`src/rtl/bmp_pixel_serializer.sv`:
```
`default_nettype none
// ============================================================================
// Module      : bmp_pixel_serializer
// Description : Buffers RGB pixels in a small FIFO and emits them as B,G,R
//               bytes on a ready/valid port, zero-padding each row to 4 bytes.
// Revision    : 1.0 - initial release
// ============================================================================
module bmp_pixel_serializer #(
    parameter int WIDTH      = 8,
    parameter int COLS       = 512,
    parameter int ROWS       = 512,
    parameter int FIFO_DEPTH = 16,
    parameter int ADDR_BITS  = 20
) (
    input  logic                 clk,
    input  logic                 reset,
    input  logic [WIDTH-1:0]     r_data_in,
    input  logic [WIDTH-1:0]     g_data_in,
    input  logic [WIDTH-1:0]     b_data_in,
    input  logic                 data_in_done,
    output logic [WIDTH-1:0]     byte_data,
    output logic                 byte_valid,
    input  logic                 byte_ready,
    output logic [ADDR_BITS-1:0] byte_addr,
    output logic                 frame_done,
    output logic                 overflow
);

    localparam int c_PAD   = (4 - ((3 * COLS) % 4)) % 4;
    localparam int c_PTR_W = $clog2(FIFO_DEPTH);
    localparam int c_CNT_W = c_PTR_W + 1;
    localparam int c_COL_W = (COLS > 1) ? $clog2(COLS) : 1;
    localparam int c_ROW_W = (ROWS > 1) ? $clog2(ROWS) : 1;

    localparam logic [c_COL_W-1:0] c_COL_LAST = c_COL_W'(COLS - 1);
    localparam logic [c_ROW_W-1:0] c_ROW_LAST = c_ROW_W'(ROWS - 1);
    localparam logic [1:0]         c_PAD_LAST = (c_PAD > 0) ? 2'(c_PAD - 1) : 2'd0;
    localparam logic [c_CNT_W-1:0] c_CNT_FULL = c_CNT_W'(FIFO_DEPTH);
    localparam logic [c_CNT_W-1:0] c_CNT_ONE  = c_CNT_W'(1);

    typedef enum logic [2:0] {
        S_IDLE = 3'd0,
        S_B    = 3'd1,
        S_G    = 3'd2,
        S_R    = 3'd3,
        S_PAD  = 3'd4
    } state_t;

    // Pixel FIFO; the head entry is the pixel currently being serialized
    logic [WIDTH-1:0]   r_fifo_r [FIFO_DEPTH];
    logic [WIDTH-1:0]   r_fifo_g [FIFO_DEPTH];
    logic [WIDTH-1:0]   r_fifo_b [FIFO_DEPTH];
    logic [c_PTR_W-1:0] r_wr_ptr;
    logic [c_PTR_W-1:0] r_rd_ptr;
    logic [c_CNT_W-1:0] r_count;

    state_t               r_state;
    logic [WIDTH-1:0]     r_byte_data;
    logic                 r_byte_valid;
    logic [ADDR_BITS-1:0] r_byte_addr;
    logic                 r_frame_done;
    logic                 r_overflow;
    logic [c_COL_W-1:0]   r_col;
    logic [c_ROW_W-1:0]   r_row;
    logic [1:0]           r_pad_cnt;

    logic                 w_full;
    logic                 w_push;
    logic                 w_hs;
    logic                 w_more;
    logic                 w_any;
    logic [c_PTR_W-1:0]   w_rd_ptr_nxt;
    logic [WIDTH-1:0]     w_head_b;
    logic [WIDTH-1:0]     w_head_g;
    logic [WIDTH-1:0]     w_head_r;
    logic [WIDTH-1:0]     w_next_b;

    state_t               w_state_nxt;
    logic [WIDTH-1:0]     w_data_nxt;
    logic                 w_valid_nxt;
    logic [ADDR_BITS-1:0] w_addr_nxt;
    logic [c_COL_W-1:0]   w_col_nxt;
    logic [c_ROW_W-1:0]   w_row_nxt;
    logic [1:0]           w_pad_nxt;
    logic                 w_fd_nxt;
    logic                 w_pop;
    logic                 w_row_end;
    logic                 w_load;

    assign w_full       = (r_count == c_CNT_FULL);
    assign w_push       = data_in_done && !w_full;
    assign w_hs         = r_byte_valid && byte_ready;
    assign w_more       = (r_count > c_CNT_ONE);
    assign w_any        = (r_count != '0);
    assign w_rd_ptr_nxt = r_rd_ptr + 1'b1;
    assign w_head_b     = r_fifo_b[r_rd_ptr];
    assign w_head_g     = r_fifo_g[r_rd_ptr];
    assign w_head_r     = r_fifo_r[r_rd_ptr];
    assign w_next_b     = r_fifo_b[w_rd_ptr_nxt];

    always_ff @(posedge clk) begin
        if (w_push) begin
            r_fifo_r[r_wr_ptr] <= r_data_in;
            r_fifo_g[r_wr_ptr] <= g_data_in;
            r_fifo_b[r_wr_ptr] <= b_data_in;
        end
    end

    always_ff @(posedge clk) begin
        if (reset) begin
            r_state <= S_IDLE;
        end else begin
            r_state <= w_state_nxt;
        end
    end

    always_comb begin
        w_state_nxt = r_state;
        w_data_nxt  = r_byte_data;
        w_valid_nxt = r_byte_valid;
        w_addr_nxt  = r_byte_addr;
        w_col_nxt   = r_col;
        w_row_nxt   = r_row;
        w_pad_nxt   = r_pad_cnt;
        w_fd_nxt    = 1'b0;
        w_pop       = 1'b0;
        w_row_end   = 1'b0;
        w_load      = 1'b0;

        case (r_state)
            S_IDLE: begin
                w_load = 1'b1;
            end
            S_B: begin
                if (w_hs) begin
                    w_state_nxt = S_G;
                    w_data_nxt  = w_head_g;
                    w_addr_nxt  = r_byte_addr + 1'b1;
                end
            end
            S_G: begin
                if (w_hs) begin
                    w_state_nxt = S_R;
                    w_data_nxt  = w_head_r;
                    w_addr_nxt  = r_byte_addr + 1'b1;
                end
            end
            S_R: begin
                if (w_hs) begin
                    w_pop      = 1'b1;
                    w_addr_nxt = r_byte_addr + 1'b1;
                    if (r_col == c_COL_LAST) begin
                        if (c_PAD > 0) begin
                            w_state_nxt = S_PAD;
                            w_data_nxt  = '0;
                            w_pad_nxt   = 2'd0;
                        end else begin
                            w_row_end = 1'b1;
                        end
                    end else begin
                        w_col_nxt = r_col + 1'b1;
                        w_load    = 1'b1;
                    end
                end
            end
            S_PAD: begin
                if (w_hs) begin
                    w_addr_nxt = r_byte_addr + 1'b1;
                    if (r_pad_cnt == c_PAD_LAST) begin
                        w_row_end = 1'b1;
                    end else begin
                        w_pad_nxt = r_pad_cnt + 1'b1;
                    end
                end
            end
            default: begin
                w_state_nxt = S_IDLE;
                w_valid_nxt = 1'b0;
                w_data_nxt  = '0;
            end
        endcase

        if (w_row_end) begin
            w_col_nxt = '0;
            w_load    = 1'b1;
            if (r_row == c_ROW_LAST) begin
                w_row_nxt  = '0;
                w_addr_nxt = '0;
                w_fd_nxt   = 1'b1;
            end else begin
                w_row_nxt = r_row + 1'b1;
            end
        end

        // When the current head is popped this cycle, the next pixel sits one slot behind it
        if (w_load) begin
            if (w_pop ? w_more : w_any) begin
                w_state_nxt = S_B;
                w_valid_nxt = 1'b1;
                w_data_nxt  = w_pop ? w_next_b : w_head_b;
            end else begin
                w_state_nxt = S_IDLE;
                w_valid_nxt = 1'b0;
                w_data_nxt  = '0;
            end
        end
    end

    always_ff @(posedge clk) begin
        if (reset) begin
            r_byte_data  <= '0;
            r_byte_valid <= 1'b0;
            r_byte_addr  <= '0;
            r_frame_done <= 1'b0;
            r_overflow   <= 1'b0;
            r_col        <= '0;
            r_row        <= '0;
            r_pad_cnt    <= 2'd0;
            r_wr_ptr     <= '0;
            r_rd_ptr     <= '0;
            r_count      <= '0;
        end else begin
            r_byte_data  <= w_data_nxt;
            r_byte_valid <= w_valid_nxt;
            r_byte_addr  <= w_addr_nxt;
            r_frame_done <= w_fd_nxt;
            r_col        <= w_col_nxt;
            r_row        <= w_row_nxt;
            r_pad_cnt    <= w_pad_nxt;
            if (w_push) begin
                r_wr_ptr <= r_wr_ptr + 1'b1;
            end
            if (w_pop) begin
                r_rd_ptr <= w_rd_ptr_nxt;
            end
            case ({w_push, w_pop})
                2'b10:   r_count <= r_count + 1'b1;
                2'b01:   r_count <= r_count - 1'b1;
                default: r_count <= r_count;
            endcase
            if (data_in_done && w_full) begin
                r_overflow <= 1'b1;
            end
        end
    end

    assign byte_data  = r_byte_data;
    assign byte_valid = r_byte_valid;
    assign byte_addr  = r_byte_addr;
    assign frame_done = r_frame_done;
    assign overflow   = r_overflow;

endmodule
`default_nettype wire

```
`config.mk`:
```
export PLATFORM = sky130hd
export DESIGN_NAME = bmp_pixel_serializer
export DESIGN_NICKNAME = d
export VERILOG_FILES = /design/src/rtl/bmp_pixel_serializer.sv
export SDC_FILE = /design/constraint.sdc
export NUM_CORES = 1
export LEC_CHECK = 0
export CORE_MARGIN = 3
export CORE_UTILIZATION = 57
export CTS_BUF_LIST = sky130_fd_sc_hd__clkbuf_4 sky130_fd_sc_hd__clkbuf_8
export DETAILED_ROUTE_END_ITERATION = 16
export GPL_TIMING_DRIVEN = 0
export PLACE_DENSITY = 0.78
export SYNTH_ARGS = -nofsm -noshare
export SYNTH_HDL_FRONTEND = slang
export SYNTH_SLANG_ARGS = --single-unit
```
`constraint.sdc`:
```
create_clock -name clk -period 3.4 [get_ports clk]
set_clock_uncertainty 0.1 [all_clocks]
set_input_delay 0.68 -clock clk [delete_from_list [all_inputs] [get_ports clk]]
set_output_delay 0.68 -clock clk [all_outputs]
set_load 0.02 [all_outputs]
```
* Yosys cells after proc, flatten, opt, wreduce, memory -nomap -nowiden
Memory sizes are Yosys's and may differ from the RTL's. A register that Yosys moved wholly into a read port is not among the register bits.
Cells that the tools add are included.
** Word-level totals
- Flip-flop bits (word level) :: 67
- RAM bits :: 384
- Output and inout bits :: 31
- Memories :: 3
** Operators by class
- Add/subtract/negate cells :: 8
- Order comparisons :: 1
- Equality and inequality tests :: 13
- Mux-type cells :: 41
- Bitwise operators :: 3
- Reduce and logical (&&, ||, !) cells :: 16
** Memory list
- r_fifo_b :: words 16, width 8, read ports 2, clocked after memory_dff 1, wr ports 1, line 52 : logic [WIDTH-1:0] r_fifo_b [FIFO_DEPTH];
- r_fifo_g :: words 16, width 8, read ports 1, clocked after memory_dff 1, wr ports 1, line 51 : logic [WIDTH-1:0] r_fifo_g [FIFO_DEPTH];
- r_fifo_r :: words 16, width 8, read ports 1, clocked after memory_dff 1, wr ports 1, line 50 : logic [WIDTH-1:0] r_fifo_r [FIFO_DEPTH];
** Operator list (count)
- 2-to-1 mux 20 bit :: 4
- 2-to-1 mux 8 bit :: 5
- 2-to-1 mux 4 bit :: 6
- one-hot mux 8 bit (3 select lines) :: 1
- adder 20 x 1 -> 20 bit (second input constant) :: 1
- adder 9 x 1 -> 9 bit (second input constant) :: 2
- == test 9 bit (second input constant) :: 2
- 2-to-1 mux 1 bit :: 17
- one-hot mux 5 bit (2 select lines) :: 1
- 2-to-1 mux 3 bit :: 3
- 2-to-1 mux 9 bit :: 1
- one-hot mux 3 bit (3 select lines) :: 1
- AND reduction 3 bit :: 3
- adder 4 x 1 -> 4 bit (second input constant) :: 2
- == test 3 x 2 -> 1 bit (second input constant) :: 2
- != test 3 bit (second input constant) :: 2
- adder 5 x 1 -> 5 bit (second input constant) :: 1
- == test 5 bit (second input constant) :: 1
- > comparator 5 x 1 -> 1 bit (second input constant) :: 1
- nonzero test 5 bit :: 1
- OR reduction 5 bit :: 1
- subtractor 5 x 1 -> 5 bit (second input constant) :: 1
- != test 2 x 1 -> 1 bit (second input constant) :: 2
- one-hot mux 1 bit (2 select lines) :: 2
- other kinds (14) :: 19

* Depth between registers and ports, before layout
Gate-level depths: netlist of run 1.
- Depth in word-level cells :: 7
- Gate-level depth with buffers :: 11
- Depth with buffers taken out :: 10

* Worst setup path before layout of run 1
OpenSTA, ideal clock, no wires.
- Kind :: register to register
- From :: reg r_count[0]
- To :: mem r_fifo_b[3][0], enable pin
- Data arrival time :: 3.146 ns
- Required time :: 2.865 ns
- Path slack :: -0.281 ns
- Cell stages (with the launch flop) :: 6
- Cell sequence :: dfxtp_1 inv_1 ha_1 a31oi_1 nand2_1 nor3_1
** On the way
- Cells in the longest elaborated chain, start to end :: 5
** Ends and longest elaborated chain
- from (decl) :: line 55 : logic [c_CNT_W-1:0] r_count;
- from (signal assigned) :: line 237 : 2'b10: r_count <= r_count + 1'b1;
- from (signal assigned) :: line 238 : 2'b01: r_count <= r_count - 1'b1;
- from (signal assigned) :: line 239 : default: r_count <= r_count;
- == test 5 bit :: line 90 : assign w_full = (r_count == c_CNT_FULL);
- zero test 1 bit :: line 91 : assign w_push = data_in_done && !w_full;
- logical AND 1 bit :: line 91
- 2-to-1 mux 1 bit :: line 102 : if (w_push) begin
- 2-to-1 mux 1 bit (not written as such) :: line 105 : r_fifo_b[r_wr_ptr] <= b_data_in;
- to (decl) :: line 52
No other way between the ends.

* Final worst setup path of run 1
- From :: reg r_count[0]
- To :: mem r_fifo_g[2][5], enable pin
** On the way
- Cells in the longest elaborated chain, start to end :: 5
** Ends and longest elaborated chain
- == test 5 bit :: line 90
- zero test 1 bit :: line 91
- logical AND 1 bit :: line 91
- 2-to-1 mux 1 bit :: line 102
- 2-to-1 mux 1 bit (not written as such) :: line 104 : r_fifo_g[r_wr_ptr] <= g_data_in;
- to (decl) :: line 51
No other way between the ends.

==> impl_metrics.ini, run 1 <==
[outcome]
status = finished clean

[clock_tree]
cts.sinks = 452
clockBufferDepth = 3
numCtsBuffers = 73
root_buffer = clkbuf_8
path_clk_slew_ns = 0.06
cts_tree = done
htree_levels = 3
clk_latency_ns = 0.62

[die]
dieArea_mm2 = 0.0356
coreArea_mm2 = 0.0327
fp.dieH_um = 189
die_w_um = 189
start_util = 0.582
io-pin-count = 59
rows = 66

[timing]
slew_headroom = 0.0471
worstMarginPinSlew_ns = 1.42
setup_viol = 0
fmax_ghz = 0.310
finalHoldViolCount = 0
drv_slew = 0
period_needed_ns = 3.23
whs_ns = 0.363
fin_crit_sh = 0.950
setup-tns-final_ns = 0
grt_setup_unrepaired = false

[routing]
detail-route-antenna-nets = 0
drt_wl_total_mm = 47.4
drtPass1Iterations = 5
via_count = 11688
drt_first_iter_violations = 1451
drc_errors = 0
viasPerCell = 6.37
routedWlPerCell_um = 25.9

[setup_path]
crit_type = flop to flop
path_delay_family = simple AND/OR/NAND/NOR gates
path_cells = inv_1 > ha_1 > a31oi_2 > nand2_1 > nor3_4 > buf_8 > buf_16
startpoint_type = flop
cp.buffers_inverters = 3
cp-end-kind = flop
crit_slowest_cell = nor3_4
path_max_fanout = 10
required_ns = 3.60
max_stage_delay_ns = 0.63
crit_arrival_ns = 3.43

[grt]
use_met3 = 0.0681
gr-max-usage-layer = met2
grt_max_degree = 21
gr-total-overflow = 0
use_met1 = 0.381
grt_pass1_wl_mm = 69.9
gr-usage-met2 = 0.400
grt_pass1_vias = 11242
antenna_found_initial = 0
track_usage = 0.268

[synthesis]
synth_edf_count = 384
synthCells = 1184
syn_nets = 1230
synthArstFlopShare = 0
seq_area_frac_synth = 0.678
yosysWarnings = 0
synthesis.area_per_instance_um2 = 16.1
yosysUniqueCellTypes = 49
ys.flop_type = edfxtp_1
synth.cell_area_mm2 = 0.0190
ys_ff_latch = 452

[final_layout]
drive_above_1_share = 0.192
fillers = 2137
regArea_mm2 = 0.0129
syn_to_final_growth_pct = 16.7
antenna_cells = 0
fin_nets = 1385
fin_area_mm2 = 0.0222
multi_input_area_mm2 = 0.00580
fin_util = 0.679

[placed_design]
placed_area_mm2 = 0.0208
port_buffers = 58
hpwlAfterDp_mm = 29.7
gp_congestion = 0.855

[pwr]
total_power_w = 0.0115
irDropWorstVdd_v = 0.000330
power.density_mw_per_mm2 = 517
p_leak_nw = 7.06

[hold_path]
hold_path_class = flop to flop

[flow_run]
maxCapViolations = 0
[final timing paths]
check                                             start                       end  slack, ns  cells after the start
worst max register to register  r_count[0]$_SDFFE_PP0P_  r_fifo_g[2][5]$_DFFE_PP_       0.17                      7
worst min register to register    r_row[8]$_SDFFE_PP0N_     r_row[8]$_SDFFE_PP0N_       0.36                      2
worst max-delay path            r_count[0]$_SDFFE_PP0P_  r_fifo_g[2][5]$_DFFE_PP_       0.17                      7
worst min-delay path              r_row[8]$_SDFFE_PP0N_     r_row[8]$_SDFFE_PP0N_       0.36                      2
[cell type report]
cell class,count,share of cell area
Sequential cell,452,0.581
Multi-Input combinational cell,632,0.261
Clock buffer,106,0.0578
Timing Repair Buffer,80,0.0484
Tap cell,442,0.0249
Buffer,64,0.0150
Inverter,36,0.00609
Clock inverter,22,0.00569
[cells in the mapped netlist, types with 2 or more instances]
master    number  area, um^2
nor2b_1        7        43.8
xor2_1        20         175
a31oi_1        3        18.8
and2_1         6        37.5
mux4_1        15         394
xnor2_1       13         114
clkbuf_1      25        93.8
and3_1        10        62.6
buf_2         29         145
o22ai_1        9        56.3
buf_6          2        22.5
nand3_1       56         280
edfxtp_1     384       11500
mux4_2        65        1460
or2_2          3        18.8
or3_1          3        18.8
nand2b_1       6        37.5
nand4_1       16         100
mux2i_1      116        1160
dfxtp_1       68        1360
nand2_1       42         158
o21ai_1        3        15.0
and3b_1        2        17.5
inv_1         35         131
nand4b_1       2        17.5
nor2_1        70         263
buf_4          4        30.0
nor4_2         2        25.0
ha_1          18         225
a22oi_1       65         488
nor3_1        12        60.1
a211oi_1       3        22.5
nand3b_1       3        22.5
a21oi_1       22         110
nor4b_1        5        43.8
o21ai_0       26         130
buf_1          2        7.51
[kinds of logic (layout without fill, tap and decap cells)]
group | count (synthesis) | after routing | synth area share
and+or+nand+nor | 248 | 248 | 0.0646
buffers and inverters | 100 | 308 | 0.0247
AOI/OAI and AO/OA | 136 | 136 | 0.0464
xor gates and xnor gates | 33 | 33 | 0.0152
muxes | 197 | 197 | 0.159
DFF | 452 | 452 | 0.678
adders and majority gates | 18 | 18 | 0.0118
[where the power goes]
part           total (W)  switching (W)  internal [W]
combinational   0.000777       0.000497      0.000279
clock            0.00452        0.00203       0.00249
sequential       0.00618      0.0000619       0.00611
total             0.0115        0.00259       0.00888
[per-layer routing]
layer,part of all wire,vias to the layer above,routed length (um)
li1,-,4974,-
met1,0.39,5835,18500
met2,0.46,748,21700
met3,0.12,131,5540
met4,0.035,0,1660
met5,0,-,0
[worst min-delay path, stage by stage, from the launching register on]
cell and delay (ns):
dfxtp_1 0.31, nand2_1 0.05, a21oi_1 0.05
[stage by stage]
step,std cells,setup slack [ns]
2_1_floorplan,1184,0.356
6_report,1834,0.170
5_1_grt,1834,0.0755
3_3_place_gp,1684,-1.83
3_5_place_dp,1704,-0.443
4_1_cts,1834,0.281
[placed cells by master, fill, tap and decap left out, types with 7 or more instances in the layout]
cell type / count
a21oi_1: 22
a22oi_1: 65
and3_1: 10
buf_12: 9
buf_16: 11
buf_2: 29
clkbuf_1: 25
clkbuf_4: 28
clkbuf_8: 78
clkdlybuf4s50_1: 58
clkinv_1: 13
dfxtp_1: 68
edfxtp_1: 384
ha_1: 18
inv_1: 35
mux2i_1: 116
mux4_1: 15
mux4_2: 65
nand2_1: 42
nand3_1: 56
nand4_1: 16
nor2_1: 58
nor2_4: 12
nor2b_1: 7
nor3_1: 8
o21ai_0: 26
o22ai_1: 9
xnor2_1: 13
xor2_1: 20
[registers in the layout (all words and copies together), names as in the netlist, 5 cells and up, named ones only]
signal     cells
r_col          9
r_count        5
r_fifo_r     128
r_fifo_b     128
r_row          9
r_fifo_g     128
byte_addr     20
byte_data      8
[repair_timing]
item	in CTS	in global routing
setup endpoints to repair	23	0
setup buffers	2	0
hold buffers	0	0
gates resized for setup	1	0
Note: power is estimated with default switching activity, not from simulation.
==> run 2, diff against run 1 <==
--- a/config.mk
+++ b/config.mk
@@ -6,10 +6,11 @@
 export NUM_CORES = 1
 export LEC_CHECK = 0
 export CORE_MARGIN = 3
-export CORE_UTILIZATION = 57
+export CORE_UTILIZATION = 60
 export CTS_BUF_LIST = sky130_fd_sc_hd__clkbuf_4 sky130_fd_sc_hd__clkbuf_8
 export DETAILED_ROUTE_END_ITERATION = 16
 export GPL_TIMING_DRIVEN = 0
+export HOLD_SLACK_MARGIN = 0.03
 export PLACE_DENSITY = 0.78
 export SYNTH_ARGS = -nofsm -noshare
 export SYNTH_HDL_FRONTEND = slang
==> constraint.sdc (replaced) <==
create_clock -name clk -period 3.7 [get_ports clk]
set_clock_uncertainty 0.1 [all_clocks]
set_input_delay 0.74 -clock clk [delete_from_list [all_inputs] [get_ports clk]]
set_output_delay 0.74 -clock clk [all_outputs]
set_load 0.02 [all_outputs]
==> run 2 against run 1 <==
Compared with the run above:
- sequential share of layout area up 0.32 points
- largest power group unchanged
- first-iteration DRC count down 13%
- combinational power down 11%
- utilization up 3.5 points
- via count down 0.15%
==> impl_metrics.ini, run 2 (same netlist as run 1, synthesis figures left out) <==
[setup_path]
startpoint_type = flop
path_delay_family = simple AND/OR/NAND/NOR gates
path_max_fanout = 9
crit_type = flop to flop
cp-end-kind = flop
path_cells = inv_1 > ha_1 > a31oi_1 > nand2_1 > nor3_2 > buf_6 > buf_8
crit_arrival_ns = 3.67
required_ns = 3.90
max_stage_delay_ns = 0.73
crit_slowest_cell = a31oi_1
cp.buffers_inverters = 3

[clock_tree]
ctsHoldBuffers = 0
numCtsBuffers = 72
htree_levels = 3
path_clk_slew_ns = 0.06
cts.sinks = 452
cts_tree = done
ctsResizeCount = 0
post_cts_buffers = 0
clk_latency_ns = 0.60
root_buffer = clkbuf_8
clockBufferDepth = 3

[pwr]
total_power_w = 0.0107
p_sw_frac = 0.228
comb_power_share = 0.065
p_switching_w = 0.00243
seq_power_share = 0.532
irDropWorstVdd_v = 0.000301
pwr-share-clk = 0.403
p_int_w = 0.00824
power.density_mw_per_mm2 = 483
p_leak_nw = 7.07

[timing]
period_needed_ns = 3.48
drv_slew = 0
slew_headroom = 0.0579
finalHoldViolCount = 0
worstMarginPinSlew_ns = 1.40
setup_viol = 0
fmax_ghz = 0.288
setup-tns-final_ns = 0
whs_ns = 0.360
fin_crit_sh = 0.939
grt_setup_unrepaired = false

[grt]
use_met1 = 0.401
grt_max_degree = 21
grt_pass1_vias = 11372
grt_pass1_wl_mm = 70.5
gr-total-overflow = 0
use_met3 = 0.0663
gr-usage-met2 = 0.430
antenna_found_initial = 0
track_usage = 0.284
gr-max-usage-layer = met2

[routing]
via_count = 11670
viasPerCell = 6.51
drt_wl_total_mm = 47.4
drtPass1Iterations = 6
drc_errors = 0
drt_first_iter_violations = 1263
routedWlPerCell_um = 26.4
detail-route-antenna-nets = 0

[hold_path]
hold_path_class = flop to flop

[die]
coreArea_mm2 = 0.0309
rows = 64
dieArea_mm2 = 0.0339
start_util = 0.615
die_w_um = 184
io-pin-count = 59
fp.dieH_um = 184

[outcome]
status = finished clean

[final_layout]
multi_input_area_mm2 = 0.00577
antenna_cells = 0
final_cell_mix = edfxtp_1 (384), mux2i_1 (116), clkbuf_8 (77), dfxtp_1 (68)
fin_nets = 1387
fillers = 1895
syn_to_final_growth_pct = 16.1
reg.largest.list = r_fifo_b (128), r_fifo_g (128), r_fifo_r (128)
fin_area_mm2 = 0.0221
layout_commonest_cell = edfxtp_1
drive_above_1_share = 0.190
regArea_mm2 = 0.0129
stdcell_count = 1793

[flow_run]
maxCapViolations = 0

[placed_design]
place_inst = 1663
placed_area_mm2 = 0.0206
gp_congestion = 0.842
port_buffers = 58
hpwlAfterDp_mm = 29.4
run 2: cell types whose count changed in the layout (fill, tap and decap cells not counted), sizes merged:
| cell | before | now |
|---|---|---|
| clkbuf | 131 | 125 |
| clkinv | 18 | 22 |
| buf | 61 | 64 |
| inv | 36 | 39 |
| bufinv | 1 | 3 |
| clkinvlp | 3 | 2 |
run 2: worst paths after layout:
kind                                               from                        to  slack (ns)  cells past startpoint
worst max register to register  r_count[0]$_SDFFE_PP0P_  r_fifo_r[1][2]$_DFFE_PP_        0.23                      7
worst max-delay path            r_count[0]$_SDFFE_PP0P_  r_fifo_r[1][2]$_DFFE_PP_        0.23                      7
worst min-delay path              r_row[8]$_SDFFE_PP0N_     r_row[8]$_SDFFE_PP0N_        0.36                      2
worst min register to register    r_row[8]$_SDFFE_PP0N_     r_row[8]$_SDFFE_PP0N_        0.36                      2
run 2: metal layers:
layer | share of wire | vias to the layer above
li1 | - | 4983
met1 | 0.38 | 5773
met2 | 0.46 | 769
met3 | 0.12 | 145
met4 | 0.045 | 0
met5 | 0 | -
run 2: layout make-up:
cell class | count | area share
clock buffers | 100 | 0.0558
inverters | 36 | 0.00612
plain buffers | 64 | 0.0151
well taps | 396 | 0.0224
flip-flops and latches | 452 | 0.584
clock inverters | 30 | 0.0103
repair buffers | 83 | 0.0450
multi-input cells | 632 | 0.261
run 2: per-stage QoR:
| step | utilization | setup slack, ns |
|---|---|---|
| 5_1_grt | 0.714 | 0.0166 |
| 2_1_floorplan | - | 0.0188 |
| 6_report | 0.714 | 0.225 |
| 3_3_place_gp | 0.650 | -2.93 |
| 3_5_place_dp | 0.667 | -0.135 |
| 4_1_cts | 0.714 | 0.280 |
run 2: tightest hold or removal path, delay by kind of cell (launching register included):
family          cells  cell delay, ns
compound gates      1            0.05
flops               1            0.31
simple gates        1            0.05
run 2: power by group through the flow:
stage          sequential [W]  clock, W  combinational, W
6_report              0.00567   0.00430          0.000694
3_3_place_gp          0.00578         0          0.000632
5_1_grt               0.00568   0.00459          0.000739
3_5_place_dp          0.00578         0          0.000681
2_1_floorplan         0.00580         0          0.000313
4_1_cts               0.00567   0.00436          0.000684
==> run 3, diff against run 2 <==
--- a/config.mk
+++ b/config.mk
@@ -7,7 +7,6 @@
 export LEC_CHECK = 0
 export CORE_MARGIN = 3
 export CORE_UTILIZATION = 60
-export CTS_BUF_LIST = sky130_fd_sc_hd__clkbuf_4 sky130_fd_sc_hd__clkbuf_8
 export DETAILED_ROUTE_END_ITERATION = 16
 export GPL_TIMING_DRIVEN = 0
 export HOLD_SLACK_MARGIN = 0.03
==> run 3 against run 2 <==
Compared with the run above:
- global-route usage shrank 0.083 points
- routed wire length shrank 0.12%
- highest routed layer is now met5
- critical path depth stayed put
- worst setup slack worse by 0.023 ns
- combinational power rose by 0.6%
- total power grew 0.61%
==> impl_metrics.ini, run 3 (same netlist as run 1, synthesis figures left out) <==
[die]
coreArea_mm2 = 0.0309
rows = 64
die_w_um = 184
dieArea_mm2 = 0.0339
io-pin-count = 59
fp.dieH_um = 184
start_util = 0.615

[routing]
drt_wl_total_mm = 47.3
routedWlPerCell_um = 27.2
detail-route-antenna-nets = 0
drt_first_iter_violations = 1445
viasPerCell = 6.63
drc_errors = 0
drtPass1Iterations = 5
via_count = 11558

[grt]
gr-max-usage-layer = met2
grt_max_degree = 21
grt_pass1_wl_mm = 70.6
use_met3 = 0.0718
antenna_found_initial = 1
track_usage = 0.283
grt_pass1_vias = 11313
gr-total-overflow = 0
use_met1 = 0.399
gr-usage-met2 = 0.435

[hold_path]
hold_path_class = flop to flop

[setup_path]
path_cells = inv_1 > ha_1 > a31oi_1 > nand2_1 > nor3_2 > buf_6 > buf_8
crit_arrival_ns = 3.65
startpoint_type = flop
cp.buffers_inverters = 3
crit_slowest_cell = a31oi_1
path_delay_family = simple AND/OR/NAND/NOR gates
path_max_fanout = 9
cp-end-kind = flop
required_ns = 3.85
crit_type = flop to flop
max_stage_delay_ns = 0.73

[placed_design]
hpwlAfterDp_mm = 29.4
port_buffers = 58
gp_congestion = 0.842
dp_slack_ns = -0.135

[clock_tree]
post_cts_buffers = 0
path_clk_slew_ns = 0.06
clk_latency_ns = 0.56
htree_levels = 2
root_buffer = clkbuf_16
numCtsBuffers = 46
clockBufferDepth = 3
cts_tree = done
cts.sinks = 452
ctsResizeCount = 0
ctsHoldBuffers = 0

[timing]
slew_headroom = 0.0448
worstMarginPinSlew_ns = 1.42
whs_ns = 0.361
period_needed_ns = 3.50
fmax_ghz = 0.286
finalHoldViolCount = 0
layout_setup_ws_ns = 0.202
fin_crit_sh = 0.945
grt_setup_unrepaired = false
drv_slew = 0
setup_viol = 0

[final_layout]
fin_util = 0.713
syn_to_final_growth_pct = 15.8
fin_nets = 1361
drive_above_1_share = 0.159
layout_commonest_cell = edfxtp_1
reg.largest.list = r_fifo_b (128), r_fifo_g (128), r_fifo_r (128)
final_cell_mix = edfxtp_1 (384), mux2i_1 (116), dfxtp_1 (68), mux4_2 (65), a22oi_1 (65)

[pwr]
irDropWorstVdd_v = 0.000451
power.density_mw_per_mm2 = 487
total_power_w = 0.0107
p_leak_nw = 6.99

[flow_run]
maxCapViolations = 0

[outcome]
status = finished clean
run 3: cell types whose count changed in the layout (fill, tap and decap cells not counted), sizes merged:
cell / before / now
clkbuf: 125 / 85
diode: 0 / 1
bufinv: 3 / 2
clkinv: 22 / 11
run 3: tightest hold or removal path: stages, from the launching register on:
cell	delay [ns]
dfxtp_1	0.31
nand2_1	0.05
a21oi_1	0.05
run 3: path summary, 6_finish.rpt:
| path | slack (ns) | start | depth (start not counted) | endpoint |
|---|---|---|---|---|
| max | 0.20 | r_count[0]$_SDFFE_PP0P_ | 7 | r_fifo_r[1][4]$_DFFE_PP_ |
| min | 0.36 | r_row[8]$_SDFFE_PP0N_ | 2 | r_row[8]$_SDFFE_PP0N_ |
| max reg2reg | 0.20 | r_count[0]$_SDFFE_PP0P_ | 7 | r_fifo_r[1][4]$_DFFE_PP_ |
| min reg2reg | 0.36 | r_row[8]$_SDFFE_PP0N_ | 2 | r_row[8]$_SDFFE_PP0N_ |
run 3: layout make-up:
cell class	count	area (um^2)
sequential	452	12900
fill	1876	8890
multi-input combinational	632	5770
clock buffer	60	1240
timing repair buffer	83	993
tap	396	495
buffer	64	334
clock inverter	18	154
inverter	36	135
antenna	1	2.50
run 3: power breakdown:
part / switching, W / internal, W / total (W)
sequential: 0.0000591 / 0.00562 / 0.00567
combinational: 0.000454 / 0.000245 / 0.000698
clock: 0.00186 / 0.00250 / 0.00436
total: 0.00237 / 0.00836 / 0.0107
run 3: through the flow:
| step | instances | instance area (um^2) | TNS, ns |
|---|---|---|---|
| after floorplan | 1184 | 19000 | 0 |
| final | 1742 | 22000 | 0 |
| after detailed placement | 1663 | 20600 | -1.21 |
| after CTS | 1741 | 22000 | 0 |
| after global routing | 1741 | 22000 | 0 |
| after global placement | 1638 | 20100 | -672.78 |
run 3: metal layers:
layer,wire length (um),part of all wire
met5,13,0.00027
met4,1820,0.038
met3,5470,0.12
met2,22000,0.47
met1,18000,0.38
